--- src/rtl/fft_uart_tx.sv ---
// fft_uart_tx
// Serialises one FFT result frame onto an 8N1 UART line. On start it sends
// a 0xA5 header byte. It then fetches N samples one at a time through an
// en_out/in_valid handshake. Each sample is sent as sign-extended real
// bytes followed by sign-extended imaginary bytes, least significant byte
// first.
//
// Ports:
//   clk        system clock, rising edge
//   rst_n      synchronous reset, active high (1 = reset)
//   start      one-cycle frame start pulse (ignored unless idle)
//   in_valid   data_re/data_im valid (captured only while waiting)
//   data_re    signed real part, bit_width bits
//   data_im    signed imaginary part, bit_width bits
//   en_out     one-cycle request for the next sample
//   tx         UART line, idles high
//   busy       frame in progress
//   frame_done one-cycle pulse after the final stop bit
//
// States:
//   IDLE | waiting for start, line idle
//   HDR  | sending the 0xA5 header byte
//   REQ  | en_out asserted for one cycle
//   WAIT | waiting for in_valid to capture a sample
//   SEND | sending the captured sample bytes back to back
//   DONE | frame_done pulse, back to IDLE
module fft_uart_tx #(
    parameter int t_1_bit   = 5207,
    parameter int bit_width = 29,
    parameter int N         = 16,
    parameter int SIZE      = 4
) (
    input  logic                 clk,
    input  logic                 rst_n,
    input  logic                 start,
    input  logic                 in_valid,
    input  logic [bit_width-1:0] data_re,
    input  logic [bit_width-1:0] data_im,
    output logic                 en_out,
    output logic                 tx,
    output logic                 busy,
    output logic                 frame_done
);

    localparam int BYTES  = (bit_width + 7) / 8;
    localparam int NB     = 2 * BYTES;
    localparam int CNT_W  = (t_1_bit > 1) ? $clog2(t_1_bit) : 1;
    localparam int BIDX_W = $clog2(NB);
    localparam int EXT    = 8 * BYTES - bit_width;
    localparam int REST_W = 8 * NB - 8;

    localparam logic [CNT_W-1:0]  T_LOAD    = CNT_W'(t_1_bit - 1);
    localparam logic [BIDX_W-1:0] BIDX_LAST = BIDX_W'(NB - 1);
    localparam logic [SIZE:0]     SMP_LAST  = (SIZE + 1)'(N - 1);
    localparam logic [7:0]        HDR_BYTE  = 8'hA5;

    typedef enum logic [2:0] {IDLE, HDR, REQ, WAIT, SEND, DONE} state_t;

    state_t              state, state_nxt;
    logic [9:0]          frame_sr;   // stop, data[7:0], start; bit 0 drives tx
    logic [CNT_W-1:0]    bit_cnt;
    logic [3:0]          bit_idx;
    logic [BIDX_W-1:0]   byte_idx;
    logic [SIZE:0]       smp_cnt;
    logic [REST_W-1:0]   rest_sr;    // sample bytes not yet loaded into frame_sr
    logic [8*BYTES-1:0]  re_ext, im_ext;
    logic [8*NB-1:0]     pair;
    logic                tx_active, bit_tick, byte_end, last_byte, last_smp;

    if (EXT > 0) begin : g_ext
        assign re_ext = {{EXT{data_re[bit_width-1]}}, data_re};
        assign im_ext = {{EXT{data_im[bit_width-1]}}, data_im};
    end else begin : g_noext
        assign re_ext = data_re;
        assign im_ext = data_im;
    end

    assign pair      = {im_ext, re_ext};
    assign tx_active = (state == HDR) || (state == SEND);
    assign bit_tick  = tx_active && (bit_cnt == '0);
    assign byte_end  = bit_tick && (bit_idx == 4'd9);
    assign last_byte = (byte_idx == BIDX_LAST);
    assign last_smp  = (smp_cnt == SMP_LAST);

    assign tx         = frame_sr[0];
    assign en_out     = (state == REQ);
    assign frame_done = (state == DONE);
    assign busy       = (state != IDLE) && (state != DONE);

    always_ff @(posedge clk) begin
        if (rst_n) state <= IDLE;
        else       state <= state_nxt;
    end

    always_comb begin
        state_nxt = state;
        case (state)
            IDLE: if (start) state_nxt = HDR;
            HDR:  if (byte_end) state_nxt = REQ;
            REQ:  state_nxt = WAIT;
            WAIT: if (in_valid) state_nxt = SEND;
            SEND: if (byte_end && last_byte) state_nxt = last_smp ? DONE : REQ;
            DONE: state_nxt = IDLE;
            default: state_nxt = IDLE;
        endcase
    end

    always_ff @(posedge clk) begin
        if (rst_n) begin
            frame_sr <= '1;
            bit_cnt  <= '0;
            bit_idx  <= '0;
            byte_idx <= '0;
            smp_cnt  <= '0;
            rest_sr  <= '0;
        end else begin
            // Bit timing: down-counter per bit, shift at terminal count.
            if (tx_active) begin
                if (bit_cnt != '0) begin
                    bit_cnt <= bit_cnt - 1'b1;
                end else if (bit_idx != 4'd9) begin
                    bit_cnt  <= T_LOAD;
                    bit_idx  <= bit_idx + 1'b1;
                    frame_sr <= {1'b1, frame_sr[9:1]};
                end
            end
            // Byte loads override the shift; loading drives the start bit
            // on the following cycle so bytes run back to back.
            case (state)
                IDLE: if (start) begin
                    smp_cnt  <= '0;
                    frame_sr <= {1'b1, HDR_BYTE, 1'b0};
                    bit_cnt  <= T_LOAD;
                    bit_idx  <= '0;
                end
                HDR: if (byte_end) begin
                    frame_sr <= '1;
                    bit_idx  <= '0;
                end
                WAIT: if (in_valid) begin
                    rest_sr  <= pair[8*NB-1:8];
                    frame_sr <= {1'b1, pair[7:0], 1'b0};
                    bit_cnt  <= T_LOAD;
                    bit_idx  <= '0;
                    byte_idx <= '0;
                end
                SEND: if (byte_end) begin
                    bit_idx <= '0;
                    if (last_byte) begin
                        frame_sr <= '1;
                        smp_cnt  <= smp_cnt + 1'b1;
                    end else begin
                        frame_sr <= {1'b1, rest_sr[7:0], 1'b0};
                        rest_sr  <= rest_sr >> 8;
                        bit_cnt  <= T_LOAD;
                        byte_idx <= byte_idx + 1'b1;
                    end
                end
                default: ;
            endcase
        end
    end

endmodule

--- config.mk ---
export PLATFORM = sky130hd
export DESIGN_NAME = fft_uart_tx
export DESIGN_NICKNAME = d
export VERILOG_FILES = /design/src/rtl/fft_uart_tx.sv
export SDC_FILE = /design/constraint.sdc
export NUM_CORES = 1
export LEC_CHECK = 0
export CORE_AREA = 4 4 126 104
export DETAILED_ROUTE_END_ITERATION = 8
export DIE_AREA = 0 0 130 108
export SYNTH_ARGS = -nofsm -noshare
export SYNTH_HDL_FRONTEND = slang
export SYNTH_SLANG_ARGS = --single-unit
--- constraint.sdc ---
create_clock -name clk -period 2.3 [get_ports clk]
set_clock_uncertainty 0.1 [all_clocks]
set_input_delay 0.345 -clock clk [delete_from_list [all_inputs] [get_ports clk]]
set_output_delay 0.345 -clock clk [all_outputs]
set_load 0.01 [all_outputs]
==> results.md <==
* I/O Pins at 66
* Crit path capture type: register
* Vias at between 4000 and 5000
* Number of global-route vias before repair at ~4500
* Die height at 108 µm
* Reg clk slew, reported paths at 60 ps
* Hold-fix buffers, CTS at 0
* Chip width at 130 µm
* PortBufs at 65
* Gr usage total at 0.1974
* Power Dens Cells at about 1000 nW/µm²
* Drt via density at 5.634
* Final setup violation count at 79
* First-pass GRT wire length at 22320 µm
* DP HPWL at 9186 µm
* Met1 usage at 0.2865
* Row count at 36
* Synthesis warning total at 0
* Synth top area cells: dfxtp_1, nand2_1, a311oi_1
* Antenna violations before repair at 0
* Grt met3 use at 0.03901
* Cell count after synthesis at 571
* H-tree depth at 3
* Layout cells sized above 1 at 0.2668
* CTS tree: done
* RR Startpoint: bit_cnt[5]
* CTS buffer count at 9
* Post-synth top area share at 0.4029
* Clk root buf: clkbuf_16
* Post-route clock period utilization at 1.065
* Area grow syn2layout at 49.97%
* WHS at 372.0 ps
* Hold Path Depth at 3
* Syn_nets at 641
* Core area at 11890 µm²
* Max-cap viol count at 0
* Wire length per cell at 17.00 µm
* Grt ovf at 0
* Fmax achieved at between 400 and 500 MHz
* Worst VDD drop at 0.3600 mV
* Hold Crit Class: in -> reg
* R2R setup slack at -150 ps
* CP Class: reg -> reg
* Sequential Area at 1824 µm²
* Final Util at 0.5703
* Sequential-to-total area share from yosys stat at 0.4029
* Hold EP: bit_cnt[2]
* RSZ-0062 raised after global routing: yes
* Final WS setup at -150.4 ps
* Routability-driven placement congestion ratio at 0.8880
* CP Data Required Time at between 2000 and 2500 ps
* Largest net degree at the start of global routing at 47
* WL final at 14240 µm
* Global routing's busiest layer: met2
* Worst R2R Path Depth at 8
* Tightest Pin Transition at 572.0 ps
* Synth area leader: dfxtp_1
* Synthesized area at between 4000 and 5000 µm²
* Drt drc at 0
* DIE AREA at 14040 µm²
* Maximum root-to-sink buffer count at 2
* DRT iter0 DRCs at 339
* Fin. Hold Viols at 0
* Area of the multi-input gates at 2914 µm²
* Outcome: complete, but fails checks
* Initial Util at 0.3803
* Antenna-violating nets left at 0
* Asr flop ratio synth at 0
* FF-to-FF End: smp_cnt[0]
* Leakage at approximately 2.5 nW
* Fillers at around 1100
* Fin nets at 751
* Library cells used by synthesis at 47
* Failing checks: setup timing
* DRT Pass-1 Iters at 5
* Min-delay src: rst_n
* Final Max Tran Viols at 0
* CP startpoint kind: register
* Number of synthesized flops with an enable pin at 0
* Clock sinks at 91
* CP max FO at 6
* Met2 GRT Util at 0.3046
* Predominant post-synthesis flop cell: dfxtp_1
* Clock period minus worst slack at ~2500 ps
* Synthesized area per cell at 7.919 µm²
* Slew headroom at 0.6187
* Clk_lat worst skew at 340 ps
* TNS Setup at -4706 ps
* Crit path arrival time at 2620 ps
* Seq cells post-synth at 91
* Diode count at 0
-- critical path, cell delays in order, from the launching register on --
cell and delay (ps):
dfxtp_2 320, or4_4 550, buf_6 150, nor4_4 260
buf_6 170, buf_12 110, a31oi_4 100, or4b_4 500
a21oi_2 120
-- area by class of cell --
class,instances,area share
Multi-Input combinational cell,424,0.4297
Sequential cell,91,0.2690
Timing Repair Buffer,150,0.2277
Clock buffer,12,0.03930
Tap cell,152,0.02804
Clock inverter,4,0.003506
Inverter,5,0.002768
-- cells by family (layout without fill, tap and decap cells) --
logic type                 Yosys count  in the layout  synth area share
AOI/OAI and AO/OA                  145            145            0.2288
xor gates and xnor gates             6              6           0.01162
adders and majority gates            8              8           0.02214
buffers and inverters               56            171           0.05008
DFF                                 91             91            0.4029
muxes                               12             12           0.02684
and+or+nand+nor                    253            253            0.2576
-- cell usage after synthesis, drive strengths merged (3+ instances only) --
cell type	count
a31oi	3
mux2i	11
nor2b	4
and2	3
and3	3
or3	17
ha	8
a21o	3
clkbuf	38
inv	5
nand4b	3
a211oi	12
a311oi	40
nor3	12
a21oi	38
nand3b	3
dfxtp	91
o31ai	4
o41ai	3
nand3	9
xnor2	4
a22oi	6
o21ai	12
or4	5
buf	13
nand2b	4
nor4	5
nand2	96
o211ai	8
nor2	80
o221ai	8
-- flip-flops by register name (all words and copies together) (netlist names) --
name,flops
bit_cnt,13
bit_idx,4
byte_idx,3
frame_sr,10
rest_sr,53
smp_cnt,5
state,3
-- routing by layer --
metal / vias to the layer above / routed length [µm]
met4: 0 / 201
li1: 2293 / -
met1: 2286 / 6830
met2: 125 / 6542
met3: 17 / 668
met5: - / 0
-- per-stage QoR --
step | setup WS [ps] | power [W] | std cells | cell area [µm²]
after floorplan | -139.4 | 0.003641 | 571 | 4654
after global placement | -185.4 | 0.004458 | 793 | 5658
after detailed placement | -283.7 | 0.004508 | 793 | 5658
after CTS | -83.59 | 0.006259 | 827 | 6334
after global routing | -205.1 | 0.006946 | 838 | 6782
final | -150.4 | 0.006588 | 838 | 6782
-- worst max path at each step --
stage,start,endpoint,cells past startpoint
CTS,bit_cnt[0],bit_cnt[6],7
detailed placement,bit_cnt[0],frame_sr[6],8
floorplan,bit_cnt[0],frame_sr[8],10
finish,bit_cnt[5],smp_cnt[0],8
global route,bit_cnt[5],byte_idx[0],9
global placement,bit_cnt[0],bit_cnt[4],8
-- layout by cell type (no fill, tap or decap), types with 8 or more instances in the layout --
cell type        count
a21oi_1             35
nor2_4              12
buf_12              10
nor2_1              62
o221ai_1             8
buf_6               16
a311oi_1            24
a311oi_2            16
o21ai_0              9
nand2_1             93
clkdlybuf4s50_1     64
clkbuf_16           13
dfxtp_1             89
buf_4               53
ha_1                 8
o211ai_1             8
nor3_1               9
or3_1               16
mux2i_1             11
-- power breakdown --
part           internal (W)  switching (W)
Clock              0.000818       0.000609
Sequential          0.00186       0.000211
Combinational       0.00150        0.00159
Total               0.00418        0.00241
-- what timing repair did --
action,4_1_cts,5_1_grt
setup endpoints to repair,89,88
gates resized for setup,28,89
cloned,6,4
pin swaps,14,35
setup buffers,12,14
Note: power is estimated with default switching activity, not from simulation.
